### src/rtl/si_div_if.sv
// si_div_if: request/result bundle for the sign-magnitude divider.
//   START       - request strobe, sampled only while the divider is idle
//   A, B        - dividend / divisor, sign-magnitude (MSB = sign)
//   BUSY        - divider is not idle
//   DONE        - one-cycle pulse, results valid
//   A_DIV_B     - quotient, sign-magnitude
//   A_MOD_B     - remainder, sign-magnitude
//   DIV_BY_ZERO - last accepted divisor had zero magnitude
// master: requester side, slave: divider side.
interface si_div_if #(
    parameter int unsigned N = 8
) ();
    logic         START;
    logic [N-1:0] A;
    logic [N-1:0] B;
    logic         BUSY;
    logic         DONE;
    logic [N-1:0] A_DIV_B;
    logic [N-1:0] A_MOD_B;
    logic         DIV_BY_ZERO;

    modport master (
        output START, A, B,
        input  BUSY, DONE, A_DIV_B, A_MOD_B, DIV_BY_ZERO
    );

    modport slave (
        input  START, A, B,
        output BUSY, DONE, A_DIV_B, A_MOD_B, DIV_BY_ZERO
    );
endinterface

### src/rtl/si_div.sv
// si_div: sequential sign-magnitude divider, restoring shift-subtract, one
// quotient magnitude bit per clock (N-1 iterations).
// Ports:
//   CLK - clock, rising edge
//   RST - asynchronous active-high reset
//   bus - si_div_if slave modport (START/A/B in, BUSY/DONE/results out)
// Build option: define SI_DIV_ZERO_NORM_EN to force the sign of any zero
// magnitude result to 0 (no negative zero). Latency is the same either way.
module si_div #(
    parameter int unsigned N = 8
) (
    input  logic  CLK,
    input  logic  RST,
    si_div_if.slave bus
);
    localparam int unsigned M  = N - 1;          // magnitude width
    localparam int unsigned CW = $clog2(N - 1);  // holds N-2

    typedef enum logic [1:0] {StIdle, StCalc, StDone} state_t;

    state_t        r_state, w_state_nxt;
    logic [CW-1:0] r_cnt, w_cnt_nxt;
    logic [M-1:0]  r_rem, w_rem_nxt;     // partial remainder
    logic [M-1:0]  r_dvd, w_dvd_nxt;     // dividend bits out, quotient bits in
    logic [M-1:0]  r_bmag, w_bmag_nxt;
    logic          r_sb, w_sb_nxt;
    logic [N-1:0]  r_a, w_a_nxt;         // full dividend, needed for the /0 result
    logic [N-1:0]  r_quo, w_quo_nxt;
    logic [N-1:0]  r_mod, w_mod_nxt;
    logic          r_dbz, w_dbz_nxt;

    logic [M:0]    w_shift;
    logic [M:0]    w_diff;
    logic          w_qbit;
    logic [M-1:0]  w_rem_step;
    logic          w_sq;

    function automatic logic [N-1:0] f_fmt(input logic sgn, input logic [M-1:0] mag);
`ifdef SI_DIV_ZERO_NORM_EN
        return {sgn & (|mag), mag};
`else
        return {sgn, mag};
`endif
    endfunction

    // One restoring step. Both the shifted-in value (when below |B|) and the
    // difference (when not) are < |B|, so the new remainder fits in M bits.
    always_comb begin
        w_shift    = {r_rem, r_dvd[M-1]};
        w_diff     = w_shift - {1'b0, r_bmag};
        w_qbit     = (w_shift >= {1'b0, r_bmag});
        w_rem_step = w_qbit ? w_diff[M-1:0] : w_shift[M-1:0];
        w_sq       = r_a[N-1] ^ r_sb;
    end

    always_comb begin
        w_state_nxt = r_state;
        w_cnt_nxt   = r_cnt;
        w_rem_nxt   = r_rem;
        w_dvd_nxt   = r_dvd;
        w_bmag_nxt  = r_bmag;
        w_sb_nxt    = r_sb;
        w_a_nxt     = r_a;
        w_quo_nxt   = r_quo;
        w_mod_nxt   = r_mod;
        w_dbz_nxt   = r_dbz;

        unique case (r_state)
            StIdle: begin
                if (bus.START) begin
                    w_a_nxt     = bus.A;
                    w_dvd_nxt   = bus.A[M-1:0];
                    w_bmag_nxt  = bus.B[M-1:0];
                    w_sb_nxt    = bus.B[N-1];
                    w_rem_nxt   = '0;
                    w_cnt_nxt   = CW'(N - 2);
                    w_dbz_nxt   = 1'b0;
                    w_state_nxt = StCalc;
                end
            end
            StCalc: begin
                if (r_bmag == '0) begin
                    // Zero divisor spends a single cycle here so DONE lands
                    // one cycle after the accepted START.
                    w_quo_nxt   = f_fmt(w_sq, {M{1'b1}});
                    w_mod_nxt   = f_fmt(r_a[N-1], r_a[M-1:0]);
                    w_dbz_nxt   = 1'b1;
                    w_state_nxt = StDone;
                end else begin
                    w_rem_nxt = w_rem_step;
                    w_dvd_nxt = {r_dvd[M-2:0], w_qbit};
                    if (r_cnt == '0) begin
                        w_quo_nxt   = f_fmt(w_sq, {r_dvd[M-2:0], w_qbit});
                        w_mod_nxt   = f_fmt(r_a[N-1], w_rem_step);
                        w_state_nxt = StDone;
                    end else begin
                        w_cnt_nxt = r_cnt - CW'(1);
                    end
                end
            end
            StDone: begin
                w_state_nxt = StIdle;
            end
            default: begin
                w_state_nxt = StIdle;
            end
        endcase
    end

    always_ff @(posedge CLK or posedge RST) begin
        if (RST) begin
            r_state <= StIdle;
            r_cnt   <= '0;
            r_rem   <= '0;
            r_dvd   <= '0;
            r_bmag  <= '0;
            r_sb    <= 1'b0;
            r_a     <= '0;
            r_quo   <= '0;
            r_mod   <= '0;
            r_dbz   <= 1'b0;
        end else begin
            r_state <= w_state_nxt;
            r_cnt   <= w_cnt_nxt;
            r_rem   <= w_rem_nxt;
            r_dvd   <= w_dvd_nxt;
            r_bmag  <= w_bmag_nxt;
            r_sb    <= w_sb_nxt;
            r_a     <= w_a_nxt;
            r_quo   <= w_quo_nxt;
            r_mod   <= w_mod_nxt;
            r_dbz   <= w_dbz_nxt;
        end
    end

    // Decoded straight from the state register: no input-to-output path.
    assign bus.BUSY        = (r_state != StIdle);
    assign bus.DONE        = (r_state == StDone);
    assign bus.A_DIV_B     = r_quo;
    assign bus.A_MOD_B     = r_mod;
    assign bus.DIV_BY_ZERO = r_dbz;

endmodule

### src/flat_wrapper.sv
// flat-port wrapper written by rule: the top's interface ports become plain ports
module si_div_flat 
#(
    parameter int unsigned N = 8
)
  (CLK, RST, bus_START, bus_A, bus_B, bus_BUSY, bus_DONE, bus_A_DIV_B, bus_A_MOD_B, bus_DIV_BY_ZERO);
  si_div_if #(.N(N)) bus_i ();
  input  logic CLK;
  input  logic RST;
  input wire logic [$bits(bus_i.START)-1:0] bus_START;
  input wire logic [$bits(bus_i.A)-1:0] bus_A;
  input wire logic [$bits(bus_i.B)-1:0] bus_B;
  output wire logic [$bits(bus_i.BUSY)-1:0] bus_BUSY;
  output wire logic [$bits(bus_i.DONE)-1:0] bus_DONE;
  output wire logic [$bits(bus_i.A_DIV_B)-1:0] bus_A_DIV_B;
  output wire logic [$bits(bus_i.A_MOD_B)-1:0] bus_A_MOD_B;
  output wire logic [$bits(bus_i.DIV_BY_ZERO)-1:0] bus_DIV_BY_ZERO;
  assign bus_i.START = bus_START;
  assign bus_i.A = bus_A;
  assign bus_i.B = bus_B;
  assign bus_BUSY = bus_i.BUSY;
  assign bus_DONE = bus_i.DONE;
  assign bus_A_DIV_B = bus_i.A_DIV_B;
  assign bus_A_MOD_B = bus_i.A_MOD_B;
  assign bus_DIV_BY_ZERO = bus_i.DIV_BY_ZERO;
  si_div #(.N(N)) u_core (.CLK(CLK), .RST(RST), .bus(bus_i));
endmodule
### config.mk
export PLATFORM = sky130hd
export DESIGN_NAME = si_div_flat
export DESIGN_NICKNAME = d
export VERILOG_FILES = /design/src/rtl/si_div_if.sv /design/src/rtl/si_div.sv /design/src/flat_wrapper.sv
export SDC_FILE = /design/constraint.sdc
export NUM_CORES = 1
export LEC_CHECK = 0
export BUFFER_PORTS_ARGS = -buffer_cell sky130_fd_sc_hd__buf_2
export CORE_ASPECT_RATIO = 0.75
export CORE_MARGIN = 2
export CORE_UTILIZATION = 45
export DETAILED_ROUTE_END_ITERATION = 8
export PLACE_DENSITY_LB_ADDON = 0.05
export REMOVE_ABC_BUFFERS = 1
export SYNTH_ARGS = -nofsm -noshare
export SYNTH_HDL_FRONTEND = slang
export SYNTH_SLANG_ARGS = --single-unit
### constraint.sdc
create_clock -name CLK -period 3.05 [get_ports CLK]
set_clock_uncertainty 0.05 [all_clocks]
set_input_delay 0.1525 -clock CLK [delete_from_list [all_inputs] [get_ports CLK]]
set_output_delay 0.1525 -clock CLK [all_outputs]
set_load 0.01 [all_outputs]
* After elaboration in Yosys (flattened, before gate mapping)
Index checks and enable logic that the tools add are counted.
Widths: inputs -> output; s select.
** Cells by class
- Add/subtract/negate cells :: 2
- Multipliers :: 0
- Div/mod/pow operators :: 0
- Order comparisons :: 1
- Equality and inequality tests :: 7
- Shift operators :: 0
- Multiplexer cells :: 22
- Bitwise operators :: 1
- Reductions and logical operators :: 12
** Operators with widths (count)
- $mux 7 :: 5
- $mux 8 :: 4
- $pmux 7 s2 :: 2
- $mux 3 :: 3
- $ge 8x7->1 :: 1
- $logic_not 7->1 :: 1
- $sub 7x7->7 :: 1
- $mux 2 :: 3
- $ne 2x2->1 const B :: 3
- $pmux 3 s2 :: 1
- $reduce_and 2->1 :: 3
- $reduce_and 3->1 :: 2
- $reduce_bool 2->1 :: 3
- $pmux 2 s2 :: 1
- $reduce_and 4->1 :: 1
- $logic_not 3->1 :: 1
- $ne 3x1->1 const B :: 1
- $sub 3x1->3 const B :: 1
- $eq 2x1->1 const B :: 1
- $eq 2x2->1 const B :: 1
- $logic_not 2->1 :: 1
- $mux 1 :: 2
- $ne 2x1->1 const B :: 1
- $pmux 1 s2 :: 1
- $xor 1x1->1 :: 1
** Storage, ports and cells
- Flip-flop bits (word level) :: 52
- Bits in latches :: 0
- Memory bits (writable) :: 0
- Memory bits (read-only) :: 0
- Input port bits :: 19
- Word-level logic and storage cells :: 55
- Memories kept :: 0

* Depth between registers and ports, before layout
- Depth in word-level cells :: 4
- Mapped depth :: 10
- Depth with buffers taken out :: 9

* Worst setup path before layout
Ideal clock, no wire load.
- Path type :: register to register
- Start :: reg u_core.r_dvd[6]
- End :: reg u_core.r_mod[0], in the netlist u_core.bus.A_MOD_B[0]
- Setup time :: 0.088 ns
- Arrival :: 1.996 ns
- Slack :: 0.916 ns
- Stages on the path, launching flop included :: 10
- Path buffers :: 0
- Period minus slack after synthesis :: 2.134 ns
- Cell sequence :: dfrtp_1 > inv_1 > ha_1 > inv_1 > fa_1 > nand3_1 > nand2_1 > a211oi_4 > mux2_2 > o211ai_1
** On the way
- Word-level cells in the longest chain between the ends :: 4
- Elaborated cells between the ends (all ways) :: 5
- Classes of those cells :: add/sub: 1; order compare: 1; mux: 3
** Ends and longest elaborated chain
- start: declaration :: RTL line si_div.sv:24 : logic [M-1:0] r_dvd, w_dvd_nxt;
- start signal: assignment :: RTL line si_div.sv:126 : r_dvd <= w_dvd_nxt;
- $sub 7x7->7 / $ge 8x7->1 (equally long branches) :: RTL line si_div.sv:50, si_div.sv:51
- $mux 7 * :: RTL line si_div.sv:52 : w_rem_step = w_qbit ? w_diff[M-1:0] : w_shift[M-1:0];
- $mux 8 * :: RTL line si_div.sv:92 : if (r_cnt == '0) begin
- $mux 8 * :: RTL line si_div.sv:82 : if (r_bmag == '0) begin
- end signal: assignment :: RTL line si_div.sv:131 : r_mod <= w_mod_nxt;
- end: declaration :: RTL line si_div.sv:29 : logic [N-1:0] r_mod, w_mod_nxt;
Mark *: on every way between the ends. The rest lies on a longest branch, timed or not. The select of a mux whose other input is x is not followed.
A chain may end at the register's enable or synchronous reset.

* Final worst setup path
- Start :: reg u_core.r_dvd[6]
- End :: reg u_core.r_mod[5], in the netlist u_core.bus.A_MOD_B[5]
Same word-level chain as after synthesis.

==> impl_metrics.env <==
export IMPL_outcome="complete, no violations"
export IMPL_hold_class="input port to flip-flop"
export IMPL_finalHoldViolCount=0
export IMPL_reg2reg_slack_ns=0.59
export IMPL_min_delay_start="bus_B[3]"
export IMPL_drive_above_1_share_pct=18.7
export IMPL_dp_hpwl_mm=4.49
export IMPL_seq_area_frac_synth_pct=49.1
export IMPL_pwr_share_clk_pct=10.8
export IMPL_slowest_delay_ns=0.41
export IMPL_fmax_mhz=407
export IMPL_syn_avg_cell_area_um2=9.24
export IMPL_die_w_um=92.7
export IMPL_cts_sinks=52
export IMPL_period_needed_ns=2.46
export IMPL_grt_pass1_vias=1990
export IMPL_via_per_inst=5.26
export IMPL_clk_path_buf_depth=2
export IMPL_wl_met3_um=272
export IMPL_critPathKind="flip-flop to flip-flop"
export IMPL_cts_buffers=5
export IMPL_irDropWorstVdd_mv=0.470
export IMPL_htreeDepth=2
export IMPL_diodes=0
export IMPL_clkLatencyLatePin_ns=0.30
export IMPL_core_area_mm2=0.00577
export IMPL_p_sw_w=0.00174
export IMPL_yosysMostFrequentCell="nand2_1"
export IMPL_drc=0
export IMPL_p_sw_share_pct=44.7
export IMPL_rsz0062_at_grt="false"
export IMPL_reg2reg_from="u_core.r_dvd[6]"
export IMPL_fin_crit_sh_pct=80.6
export IMPL_seqPwrFrac_pct=32.3
export IMPL_die_h_um=70.5
export IMPL_synthCells=287
export IMPL_clkTransAtPathRegs_ns=0.09
export IMPL_final_antenna_net_count=0
export IMPL_areaGrowthSynthToFinish_pct=15.5
export IMPL_yosysWarnings=0
export IMPL_worst_path_most_repeated_cell="inv_1"
export IMPL_synth_area_leaders="dfrtp_1 (49%), nand2_1 (10%), ha_1 (4.2%)"
export IMPL_arrival_ns=2.63
export IMPL_grt_antenna_before_repair=0
export IMPL_fin_util_pct=53.1
export IMPL_synth_async_reset_ratio_pct=100
export IMPL_drt_pass1_iterations=4
export IMPL_reg2reg_to="u_core.bus.A_MOD_B[5]"
export IMPL_grt_max_degree=53
export IMPL_hold_depth=3
export IMPL_cts_setup_buffers=0
export IMPL_first_iter_violations=85
export IMPL_reg2regPathDepth=10
export IMPL_combPwrFrac_pct=56.8
export IMPL_setup_viol_count_final=0
export IMPL_grt_ovfl_total=0
export IMPL_power_density_mw_per_mm2=1270
export IMPL_cts_tree="yes"
export IMPL_worst_pin_slew_ns=1.09
export IMPL_synth_edf_count=0
export IMPL_syn_area_mm2=0.00265
export IMPL_routedWlPerCell_um=15.4
export IMPL_grt_util_all_layers_pct=20.5
export IMPL_io_pins=38
export IMPL_ys_ff_latch=52
export IMPL_cp_slowest_cell="a211oi_4"
export IMPL_die_area_mm2=0.00653
export IMPL_maxCapViolCount=0
export IMPL_m1WireLength_mm=3.25
export IMPL_num_vias=2153
export IMPL_leakage_nw=1.44
export IMPL_synthFlopType="dfrtp_1"
export IMPL_cts_root_buf="clkbuf_8"
export IMPL_worstPathMaxFanout=9
export IMPL_grt_pass1_wl_mm=10.3
export IMPL_yosys_area_top_type_share_pct=49.1
export IMPL_fin_tns_setup_ns=0
export IMPL_start_kind="flip-flop"
export IMPL_synth_common_cells="nand2_1 (71), dfrtp_1 (52), nor2_1 (18)"
export IMPL_slew_headroom_pct=26.9
export IMPL_routabilityCongestion=0.834
export IMPL_dr_wl_met2_mm=2.72
export IMPL_internal_power_w=0.00215
export IMPL_dr_max_layer_used="met4"
export IMPL_placementRows=24
export IMPL_worstSetupEndpointType="flip-flop"
export IMPL_critPathRequiredTime_ns=3.22
export IMPL_crit_chain="inv_1 -> ha_1 -> inv_1 -> fa_1 -> nand3_1 -> nand2_1 -> a211oi_4 -> buf_4 -> and4bb_2 -> o21ai_1"
export IMPL_min_to="u_core.r_bmag[3]"
export IMPL_portBuffers=37
export IMPL_yosysUniqueCellTypes=47
export IMPL_nNetsFinal=360
export IMPL_drv_slew=0
export IMPL_postRouteWirelength_mm=6.28
export IMPL_synth_largest_area_cell="dfrtp_1"
export IMPL_start_util_pct=46.0
-- layout by cell type, fill, tap and decap left out, types with 3 or more instances in the layout --
master and n:
nand3_1 10, buf_2 37, buf_4 8, dlygate4sd3_1 3
o21ai_1 3, nor2b_1 5, nand2b_1 4, a21oi_1 13
o211ai_1 5, clkbuf_8 7, nor3_1 3, mux2i_1 4
dfrtp_1 52, o21ai_0 16, inv_1 13, a31oi_1 7
a21o_1 3, o22a_1 7, nor2_1 18, nand2_1 71
ha_1 9
-- worst max-delay path, delay by kind of cell, from the launching register on --
family	cells	cell delay [ns]
DFF	1	0.39
adders and majority gates	2	0.54
AOI/OAI and AO/OA	2	0.54
buffers and inverters	3	0.35
and+or+nand+nor	3	0.51
-- what timing repair did --
action                                  in CTS  in global routing
endpoints found under the setup margin       0                  0
resized for setup                            0                  0
hold buffers                                 3                  0
hold endpoints to repair                     3                  0
-- through the flow --
step | hold WS [ns] | worst slack, ns | total power [W] | std cells | cell area, um2
finish | 0.00492 | 0.592 | 0.00389 | 409 | 3060
global route | 0.0105 | 0.378 | 0.00426 | 409 | 3060
CTS | 0.00123 | 0.585 | 0.00391 | 409 | 3060
detailed placement | 0.296 | 0.599 | 0.00348 | 399 | 2940
global placement | 0.289 | 0.690 | 0.00344 | 399 | 2940
floorplan | 0.208 | 0.698 | 0.00280 | 276 | 2590
-- registers in the layout, summed over array words and instances (netlist names) --
register                count
u_core.bus.A_DIV_B          8
u_core.bus.A_MOD_B          8
u_core.bus.DIV_BY_ZERO      1
u_core.r_a                  8
u_core.r_bmag               7
u_core.r_cnt                3
u_core.r_dvd                7
u_core.r_rem                7
u_core.r_sb                 1
u_core.r_state              2
-- power groups by stage --
stage | Clock, W | Combinational, W | Sequential [W]
after floorplan | 0 | 0.00154 | 0.00126
after global placement | 0 | 0.00218 | 0.00126
after detailed placement | 0 | 0.00222 | 0.00127
after CTS | 0.000428 | 0.00223 | 0.00126
after global routing | 0.000450 | 0.00250 | 0.00130
final | 0.000420 | 0.00221 | 0.00126
-- how the worst max path moves through the flow --
stage                             to            start  depth (start not counted)  slack, ns
2_1_floorplan  u_core.bus.A_MOD_B[0]  u_core.r_dvd[6]                          9       0.70
3_3_place_gp   u_core.bus.A_MOD_B[5]  u_core.r_dvd[6]                         10       0.69
3_5_place_dp   u_core.bus.A_MOD_B[0]  u_core.r_dvd[6]                          9       0.60
4_1_cts        u_core.bus.A_MOD_B[5]  u_core.r_dvd[6]                         10       0.58
5_1_grt        u_core.bus.A_MOD_B[0]  u_core.r_dvd[6]                          9       0.38
6_report       u_core.bus.A_MOD_B[5]  u_core.r_dvd[6]                         10       0.59
-- logic make-up after synthesis --
family / Yosys count / synth area share, %
flops: 52 / 49.1
fa+ha+maj: 10 / 5.00
xor+xnor: 3 / 0.991
simple gates: 127 / 22.7
compound gates: 64 / 16.0
buf+inv: 26 / 4.29
mux: 5 / 1.93
-- per-layer routing --
metal | up-vias | GRT usage (%)
met4 | 0 | 4.25
met1 | 1022 | 31.3
met2 | 51 | 30.3
met5 | - | 0
li1 | 1076 | -
met3 | 4 | 4.10
-- cell type report --
class	count	area, um2
flip-flops and latches	52	1300
multi-input cells	209	1240
clock buffers	7	96.3
repair buffers	48	275
well taps	78	97.6
fillers	598	2700
inverters	15	56.3
No activity file was read; power rests on OpenSTA's default activity.
